<file path="src/rtl/uart_frame_parser.sv">
// Collects bytes from the UART receiver into {HEADER, ADDR, DATA, CSUM} frames,
// issues a register-write strobe for frames whose checksum matches, and counts errors.
module uart_frame_parser #(
  parameter logic [7:0]  HEADER      = 8'hA5,
  parameter int unsigned TIMEOUT_CYC = 104160,
  parameter int unsigned TO_W        = 17
) (
  input  logic        clk,
  input  logic        rst,
  input  logic [7:0]  rx_data,
  input  logic        rx_ready,
  output logic        wr_en,
  output logic [7:0]  wr_addr,
  output logic [7:0]  wr_data,
  output logic        frame_err,
  output logic        busy,
  output logic [15:0] frame_cnt,
  output logic [7:0]  err_cnt
);

  typedef enum logic [1:0] {
    IDLE = 2'd0,
    ADDR = 2'd1,
    DATA = 2'd2,
    CSUM = 2'd3
  } state_t;

  localparam logic [TO_W-1:0] TO_LAST = TO_W'(TIMEOUT_CYC - 1);

  state_t          state;
  logic [TO_W-1:0] to_cnt;
  logic [7:0]      addr_q;
  logic [7:0]      data_q;
  logic            timeout;

  // A byte arriving on the expiry cycle takes priority over the timeout.
  assign timeout = (state != IDLE) && !rx_ready && (to_cnt == TO_LAST);
  assign busy    = (state != IDLE);

  always_ff @(posedge clk or negedge rst) begin
    if (!rst) begin
      state     <= IDLE;
      to_cnt    <= '0;
      addr_q    <= '0;
      data_q    <= '0;
      wr_en     <= 1'b0;
      wr_addr   <= '0;
      wr_data   <= '0;
      frame_err <= 1'b0;
      frame_cnt <= '0;
      err_cnt   <= '0;
    end else begin
      // NOTE: pulse outputs default low here and are overridden below; with
      // non-blocking assignments the last write in the block wins.
      wr_en     <= 1'b0;
      frame_err <= 1'b0;

      if (state == IDLE || rx_ready || timeout) begin
        to_cnt <= '0;
      end else begin
        to_cnt <= to_cnt + TO_W'(1);
      end

      if (timeout) begin
        state     <= IDLE;
        frame_err <= 1'b1;
        if (err_cnt != 8'hFF) err_cnt <= err_cnt + 8'd1;
      end else if (rx_ready) begin
        case (state)
          IDLE: if (rx_data == HEADER) state <= ADDR;
          ADDR: begin
            addr_q <= rx_data;
            state  <= DATA;
          end
          DATA: begin
            data_q <= rx_data;
            state  <= CSUM;
          end
          CSUM: begin
            state <= IDLE;
            if (rx_data == (addr_q ^ data_q)) begin
              wr_en     <= 1'b1;
              wr_addr   <= addr_q;
              wr_data   <= data_q;
              frame_cnt <= frame_cnt + 16'd1;
            end else begin
              frame_err <= 1'b1;
              if (err_cnt != 8'hFF) err_cnt <= err_cnt + 8'd1;
            end
          end
          default: state <= IDLE;
        endcase
      end
    end
  end

endmodule

</file>
<file path="config.mk">
export PLATFORM = sky130hd
export DESIGN_NAME = uart_frame_parser
export DESIGN_NICKNAME = d
export VERILOG_FILES = /design/src/rtl/uart_frame_parser.sv
export SDC_FILE = /design/constraint.sdc
export NUM_CORES = 1
export LEC_CHECK = 0
export CORE_MARGIN = 2
export CORE_UTILIZATION = 49
export DETAILED_ROUTE_END_ITERATION = 16
export GPL_TIMING_DRIVEN = 0
export HOLD_SLACK_MARGIN = 0.05
export PLACE_DENSITY = 0.76
export SYNTH_ARGS = -nofsm -noshare
export SYNTH_HDL_FRONTEND = slang
export SYNTH_SLANG_ARGS = --single-unit
</file>
<file path="constraint.sdc">
create_clock -name clk -period 2.2 [get_ports clk]
set_input_delay 0.44 -clock clk [delete_from_list [all_inputs] [get_ports clk]]
set_output_delay 0.44 -clock clk [all_outputs]
set_load 0.01 [all_outputs]
</file>
# Word-level counts from Yosys, hierarchy flattened
# Index checks and enable logic that the tools add are counted.
dict set report totals {
  reg_bits 77
  word_cells 56
}
dict set report op_classes {
  add_sub_neg 3
  eq_ne 9
  muxes 18
  bitwise_logic 2
  reduce_logical 14
}
# cell count
set ops {}
lappend ops {{8-bit two-way mux} 5}
lappend ops {{17-bit by 1-bit adder with 17-bit output (second input constant)} 1}
lappend ops {{17-bit == test (second input constant)} 1}
lappend ops {{17-bit two-way mux} 1}
lappend ops {{16-bit by 1-bit adder with 16-bit output (second input constant)} 1}
lappend ops {{3-bit AND reduction} 3}
lappend ops {{8-bit by 1-bit adder with 8-bit output (second input constant)} 1}
lappend ops {{8-bit == test} 1}
lappend ops {{8-bit == test (second input constant)} 1}
lappend ops {{1-bit two-way mux} 8}
lappend ops {{8-bit inequality test (second input constant)} 1}
lappend ops {{2-bit one-hot mux with 4 select lines} 1}
lappend ops {{8-bit bitwise XOR} 1}
lappend ops {{2-bit two-way mux} 3}
lappend ops {{2-bit nonzero test} 3}
lappend ops {{2-bit == test (second input constant)} 2}
lappend ops {{4-bit AND reduction} 1}
lappend ops {{3-bit by 2-bit inequality test with 1-bit output (second input constant)} 1}
lappend ops {{2-bit by 1-bit == test with 1-bit output (second input constant)} 1}
lappend ops {{1-bit logical AND} 2}
lappend ops {{2-bit logical NOT} 1}
lappend ops {{1-bit logical OR} 2}
lappend ops {{2-bit inequality test (second input constant)} 1}
lappend ops {{2-bit AND reduction} 1}
lappend ops {{2 further kinds} 2}

# Depth between registers and ports, before layout
# Gate-level depths: netlist (run 1).
dict set report depth {
  word_depth 6
  depth_mapped 7
}

# Worst setup path before layout (run 1)
# Ideal clock, no wire load.
dict set report synth_path {
  path_type {flip-flop to flip-flop}
  startpoint {register to_cnt[0]}
  endpoint {register err_cnt[7]}
  setup_ns 0.128
  arrival_ns 2.237
  slack_ns -0.165
  stages_incl_launch_ff 8
  synth_period_minus_slack_ns 2.365
  cell_sequence {dfrtp_1 > ha_1 > nand2b_1 > or4_1 > or3_1 > buf_6 > a2111oi_4 > mux2_1}
}
dict set report synth_between {
  elab_chain_cells 4
  elab_cells_between_ends 7
  classes_between {eq/ne: 2; mux: 1; reduce/logical: 4}
}
# element line
set synth_lines {}
lappend synth_lines {{start: declaration} 31} ;# logic [TO_W-1:0] to_cnt;
lappend synth_lines {{start signal: assignment} 61} ;# to_cnt <= to_cnt + TO_W'(1);
lappend synth_lines {{17-bit == test *} 37} ;# assign timeout = (state != IDLE) && !rx_ready && (to_cnt == TO_LAST);
lappend synth_lines {{1-bit logical AND *} 37}
lappend synth_lines {{2-bit inequality test (no line) / 2-bit nonzero test (equally long branches)} -}
lappend synth_lines {{3-bit AND reduction (no line)} -}
lappend synth_lines {{end signal: assignment} 67} ;# if (err_cnt != 8'hFF) err_cnt <= err_cnt + 8'd1;
lappend synth_lines {{end signal: assignment} 88} ;# if (err_cnt != 8'hFF) err_cnt <= err_cnt + 8'd1;
lappend synth_lines {{end: declaration} 18} ;# output logic [7:0] err_cnt
# Mark *: on every way between the ends. The rest lies on a longest branch, timed or not.
# A chain may end at the register's enable or synchronous reset.

# Final worst setup path (run 1)
dict set report layout_path {
  startpoint {register to_cnt[1]}
  endpoint {register err_cnt[7]}
}
# Same word-level chain as after synthesis.

==> out/metrics.yaml, run 1 <==
power.total_uw: 4210
period_minus_slack_ns: 2.28
drc_errors: 0
hold_viol: 0
cts_tree: "built"
final_antenna_net_count: 0
crit_family: "simple AND/OR/NAND/NOR gates"
max_clock_freq_mhz: 438
synth-seq-cells: 77
slew_viol_final: 0
grt_overflow_total: 0
grt_pass1_wl_mm: 12.4
grt_pass1_vias: 2651
cp_num_cells: 6
use_met2: 0.322
crit_buf_inv: 0
met1_usage: 0.238
p_comb_frac: 0.313
pre_cts_slack_ns: -0.657
initial_core_util: 0.505
tightest_slew_ns: 0.560
drt_pass1_iterations: 4
arrival_ns: 2.53
core_um2: 7250
grt_setup_unrepaired: "true"
p_leak_uw: 0.00210
ys_seq_area_frac: 0.526
synth-main-ff-cell: "dfrtp_1"
via_per_inst: 5.26
antenna_cells: 0
maxCapViolations: 0
ios: 54
postRouteWirelength_mm: 7.28
hp-class: "in -> reg"
place_hpwl_mm: 5.09
nNetsFinal: 399
reg2regPathDepth: 6
busiest_layer: "met2"
syn2layout_area_growth_pct: 27.9
die_w_um: 90.5
violations: "negative setup slack"
worst_path_max_delay_cell: "dfrtp_1"
yosys_warnings: 0
place_inst: 455
path_class: "reg -> reg"
gp_congestion: 0.846
io_buffers: 52
wl_per_cell_um: 15.0
die_area_um2: 8190
fin_skew_ns: 0.0104
clk_pin_slew_ns: 0.09
post-route-period-util: 1.04
antenna_found_initial: 0
fin_util: 0.646
whs_path_depth: 3
p_seq_frac: 0.450
initialDrtViolationCount: 153
drive_gt1_frac: 0.231
nFillCells: 575
p_per_area_nw_per_um2: 897
htreeDepth: 3
internal_power_uw: 2940
relSlewSlack: 0.623
postSynthAreaPerCell_um2: 12.1
synthArstFlopShare: 1.00
cp-end-kind: "flip-flop"
path_cells: "ha_4 -> nand2b_4 -> or4_4 -> or3_4 -> a2111oi_4 -> mux2_4"
grt_max_degree: 45
syn_area_um2: 3660
path_max_fanout: 8
clkPwrFrac: 0.237
cts.sinks: 77
netlist_instances: 303
synth.net_count: 322
setup_ws_ns: -0.0847
p_sw_uw: 1270
clock_latency_ns: 0.35
die_h_um: 90.5
rows: 31
ys_types: 39
p_sw_frac: 0.302
setup-violations-final: 1
stdcell_count: 484
cp-start-kind: "flip-flop"
synth_edf_count: 0
num_vias: 2546
cp_slowest_stage_delay_ns: 0.42
grt_use_met3: 0.0451
vdd_ir_drop_max_v: 0.000434
cts_root_buf: "clkbuf_8"
clock_path_buffers: 2
cts_buffers: 9
outcome: "complete, but fails checks"
grt_usage: 0.189
cp.required_ns: 2.44
[power by group through the flow]
stage | registers (µW) | logic (µW) | clock network (µW)
3_3_place_gp | 1910 | 1160 | 0
3_5_place_dp | 1930 | 1200 | 0
6_report | 1890 | 1320 | 997
5_1_grt | 1930 | 1430 | 1090
4_1_cts | 1890 | 1290 | 1020
2_1_floorplan | 1900 | 806 | 0
[cells in the mapped netlist (all sizes together), types with 3 or more instances]
library cell	instances	area share
nand2	24	0.025
dfrtp	77	0.53
and3	3	0.0051
xnor2	13	0.031
nand3	14	0.020
nor3	11	0.015
or2	4	0.0068
o21ai	4	0.0055
nor4	7	0.012
xor2	18	0.043
xnor3	8	0.049
nor2	26	0.027
inv	8	0.0082
buf	4	0.0068
mux2	39	0.12
nand4	9	0.015
clkbuf	3	0.0031
a21boi	3	0.0061
ha	8	0.027
[sequential cells by signal, indices dropped and copies added, names as in the netlist, 2 cells and up]
| register | flops |
|---|---|
| state | 2 |
| addr_q | 8 |
| data_q | 8 |
| frame_cnt | 16 |
| err_cnt | 8 |
| wr_addr | 8 |
| to_cnt | 17 |
| wr_data | 8 |
[worst register-to-register path, stage by stage, from the launching register on]
cell and delay (ns):
dfrtp_1 0.42, ha_4 0.18, nand2b_4 0.05, or4_4 0.41, or3_4 0.40, a2111oi_4 0.40, mux2_4 0.33
[what timing repair did]
item                       CTS  global route
gates resized for setup      8            10
pin swaps                    4             4
hold buffers                 1             0
hold endpoints to repair    29             0
setup endpoints to repair   35            41
buffers inserted             8             5
cloned                       0             0
[cell type report]
cell class              count  area [µm²]  area share
plain buffers               6        32.5     0.00694
clock buffers              10         138      0.0294
clock inverters             6        46.3     0.00987
inverters                   8        30.0     0.00641
multi-input cells         211        1740       0.371
flip-flops and latches     77        1930       0.411
well taps                  99         124      0.0264
repair buffers             67         653       0.139
[stage by stage]
step,hold WS [ns],cell area [µm²],TNS [ns]
after floorplan,0.144,3670,-0.110
after global placement,0.460,4310,-169.79
after detailed placement,0.421,4340,-19.38
after CTS,0.419,4630,-0.0640
after global routing,0.480,4690,-0.254
final,0.427,4690,-0.0847
[worst paths after layout]
kind                       slack, ns                      start                        end
max in group asynchronous       1.06                        rst     err_cnt[1]$_DFFE_PN0P_
hold reg to reg                 0.48  frame_cnt[15]$_DFFE_PN0P_  frame_cnt[15]$_DFFE_PN0P_
hold / removal                  0.43                   rx_ready       state[0]$_DFFE_PN0P_
min in group asynchronous       0.57                        rst     wr_data[4]$_DFFE_PN0P_
setup / recovery               -0.08        to_cnt[1]$_DFF_PN0_     err_cnt[7]$_DFFE_PN0P_
setup reg to reg               -0.08        to_cnt[1]$_DFF_PN0_     err_cnt[7]$_DFFE_PN0P_
[cell usage in the layout (no fill, tap or decap), drive strengths merged, types with 2 or more instances in the layout]
cell | netlist | layout
or4 | 2 | 2
nor3 | 11 | 11
o21ai | 4 | 4
buf | 4 | 17
or4bb | 2 | 2
nor4 | 7 | 7
ha | 8 | 8
dfrtp | 77 | 77
xnor2 | 13 | 13
inv | 8 | 9
and3 | 3 | 3
clkinvlp | 0 | 2
clkinv | 0 | 3
nor2 | 26 | 26
clkdlybuf4s50 | 0 | 51
nand2b | 2 | 2
a21boi | 3 | 3
xor2 | 18 | 18
or3 | 2 | 2
and4 | 2 | 2
nand4 | 9 | 9
clkbuf | 3 | 14
nand3 | 14 | 14
mux2 | 39 | 39
nand2 | 24 | 24
or2 | 4 | 4
xnor3 | 8 | 8
a21oi | 2 | 2
[logic make-up (layout without fill, tap and decap cells)]
family	count (synthesis)	after routing	synth area share
flip-flops	77	77	0.526
buffers and inverters	15	97	0.0181
adder cells (fa/ha/maj)	8	8	0.0273
multiplexers	39	39	0.120
XOR/XNOR	39	39	0.123
AO/OA/AOI/OAI	15	15	0.0341
AND/OR/NAND/NOR	110	110	0.152
[metal layers]
metal  share of wire  routed length [µm]
met3           0.034                 250
met2            0.52                3750
met1            0.44                3180
met5               0                   0
met4           0.013                  97
No activity file was read; power rests on OpenSTA's default activity.
==> run 2, diff against run 1 <==
ABC_AREA = 0   (was default)
==> results of run 2 <==
No change in the layout: final DEF, timing and power equal those of run 1.
==> run 3, diff against run 2 <==
CORE_ASPECT_RATIO = 1.4   (was default)
==> run 3 against run 2 <==
Compared with the run above: the flow still finishes with violations (negative setup slack); sequential cell count unchanged; non-clock buffer count up 6; fmax up 2.9%; die area up 0.12%; wire length up 0.33%; cell count up 0.83%; combinational power up 4%; clock skew up 0.0011 ns; via count up 0.71%; count of clock-buffer cells in the layout unchanged; largest cell class unchanged.
==> out/metrics.yaml, run 3 (synthesized netlist as in run 1, its figures left out) <==
outcome: "complete, but fails checks"
violations: "negative setup slack"
regMostFlops: "to_cnt"
post-route-period-util: 1.01  # -0.0288
cts_tree: "built"
finalHoldWorstSlack_ns: 0.446  # +0.0197 ns
placed_area_um2: 4330  # about the same
die_w_um: 77.1  # -15%
initial_core_util: 0.501  # -0.00424
final_common_cell: "dfrtp_1"
hp-class: "in -> reg"
grt_max_degree: 59  # +31%
clk_pin_slew_ns: 0.08  # about the same
crit_buf_inv: 2  # +2
p_sw_uw: 1270  # -0.25%
reg_top3: "to_cnt (17), frame_cnt (16)"
cts_buffers: 9  # unchanged
drive_gt1_frac: 0.256  # +0.0246
p_comb_frac: 0.301  # -0.012
p_seq_frac: 0.417  # -0.033
grt_use_met3: 0.0399  # -0.00518
core_um2: 7310  # +0.85%
io_buffers: 52  # unchanged
path_max_fanout: 7  # -1
cp-start-kind: "primary input"
hold_viol: 0  # unchanged
met1_usage: 0.234  # -0.00396
postRouteWirelength_mm: 7.30  # +0.33%
ios: 54  # unchanged
setup_ws_ns: -0.0213  # +0.0634 ns
grt_pass1_wl_mm: 12.3  # -1.0%
p_sw_frac: 0.279  # -0.0229
internal_power_uw: 3270  # +11%
worst_path_max_delay_cell: "clkdlybuf4s50_1"
cp.required_ns: 2.44  # about the same
max_clock_freq_mhz: 450  # +2.9%
period_minus_slack_ns: 2.22  # -0.0634 ns
nNetsFinal: 405  # +1.5%
finalInstanceArea_um2: 4830  # +3.1%
cts_root_buf: "clkbuf_8"
initialDrtViolationCount: 123  # -20%
num_vias: 2564  # +0.71%
rows: 37  # +19%
grt_usage: 0.191  # +0.00231
place_hpwl_mm: 4.93  # -3.1%
syn2layout_area_growth_pct: 31.9
cts.sinks: 77  # unchanged
clock_latency_ns: 0.35  # about the same
grt_overflow_total: 0  # unchanged
clock_path_buffers: 2  # unchanged
antenna_found_initial: 0  # unchanged
antenna_cells: 0  # unchanged
wl_per_cell_um: 15.0  # -0.49%
use_met2: 0.326  # +0.00430
path_class: "in -> reg"
tightest_slew_ns: 0.568  # +0.00795 ns
cp-end-kind: "flip-flop"
largest_reg_flops: 17  # unchanged
cp_slowest_stage_delay_ns: 0.54  # +0.12 ns
relSlewSlack: 0.618  # -0.00535
maxCapViolations: 0  # unchanged
crit_family: "buffers and inverters"
vdd_ir_drop_max_v: 0.000583  # +34%
power.total_uw: 4540  # +7.9%
slew_viol_final: 0  # unchanged
grt_setup_unrepaired: "true"
die_h_um: 106  # +18%
p_per_area_nw_per_um2: 939  # +4.7%
via_per_inst: 5.25  # -0.12%
die_area_um2: 8200  # +0.12%
setup_tns_ns: -0.0213  # +0.0634 ns
drt_pass1_iterations: 4  # unchanged
drc_errors: 0  # unchanged
busiest_layer: "met2"
final_antenna_net_count: 0  # unchanged
fin_skew_ns: 0.0115  # +0.00106 ns
grt_pass1_vias: 2588  # -2.4%
path_cells: "clkdlybuf4s50_1 -> xnor3_1 -> nand4_1 -> buf_4 -> o21ai_4 -> a2111oi_4 -> mux2_4"
clkPwrFrac: 0.282  # +0.045
htreeDepth: 3  # unchanged
arrival_ns: 2.46  # -0.07 ns
final_cell_mix: "dfrtp_1, clkdlybuf4s50_1, mux2_2"
p_leak_uw: 0.00216  # +2.7%
gp_congestion: 0.797  # -5.8%
setup-violations-final: 1  # unchanged
==> run 3: per-stage QoR <==
step                 util  setup WS, ns  instances
floorplan               -       -0.0946        303
global placement    0.589         -1.98        452
detailed placement  0.593        -0.598        453
CTS                 0.642       -0.0296        480
global route        0.661       -0.0755        488
finish              0.661       -0.0213        488
==> run 3: repair_timing <==
| action | 4_1_cts | 5_1_grt |
|---|---|---|
| pin swaps | 3 | 2 |
| hold buffers | 1 | 0 |
| hold endpoints to repair | 19 | 0 |
| setup endpoints to repair | 34 | 34 |
| buffers inserted | 10 | 8 |
| resized for setup | 9 | 20 |
==> run 3: power by group through the flow <==
stage	Combinational, µW	Clock (µW)	Sequential, µW
2_1_floorplan	806	0	1900
3_3_place_gp	1160	0	1910
3_5_place_dp	1200	0	1930
4_1_cts	1310	1300	1890
5_1_grt	1500	1380	1930
6_report	1370	1280	1890
==> run 3: cell type report <==
class	instances	area (µm²)
Tap cell	97	121
Sequential cell	77	1930
Fill cell	588	2480
Multi-Input combinational cell	211	1770
Timing Repair Buffer	72	691
Inverter	8	30.0
Clock inverter	6	111
Buffer	7	51.3
Clock buffer	10	128
==> run 3: routing by layer <==
metal / wire [µm] / part of all wire
met1: 3090 / 0.42
met3: 222 / 0.030
met4: 142 / 0.019
met2: 3850 / 0.53
met5: 0 / 0
==> run 3: path summary, 6_finish.rpt <==
path,start,to,slack [ns],depth (start not counted)
worst max-delay path,rx_data[2],err_cnt[7]$_DFFE_PN0P_,-0.02,7
worst min-delay path,rx_ready,state[0]$_DFFE_PN0P_,0.45,3
worst max register to register,to_cnt[0]$_DFF_PN0_,err_cnt[7]$_DFFE_PN0P_,-0.02,7
worst min register to register,frame_cnt[15]$_DFFE_PN0P_,frame_cnt[15]$_DFFE_PN0P_,0.49,1
max in group asynchronous,rst,to_cnt[10]$_DFF_PN0_,1.13,3
min in group asynchronous,rst,wr_addr[1]$_DFFE_PN0P_,0.50,2
==> run 3: worst register-to-register path, stage by stage (launching register included) <==
cell and delay (ns):
dfrtp_1 0.39, ha_4 0.17, nand2b_4 0.05, or4_4 0.41, or3_1 0.33, buf_6 0.15
a2111oi_4 0.30, mux2_4 0.33
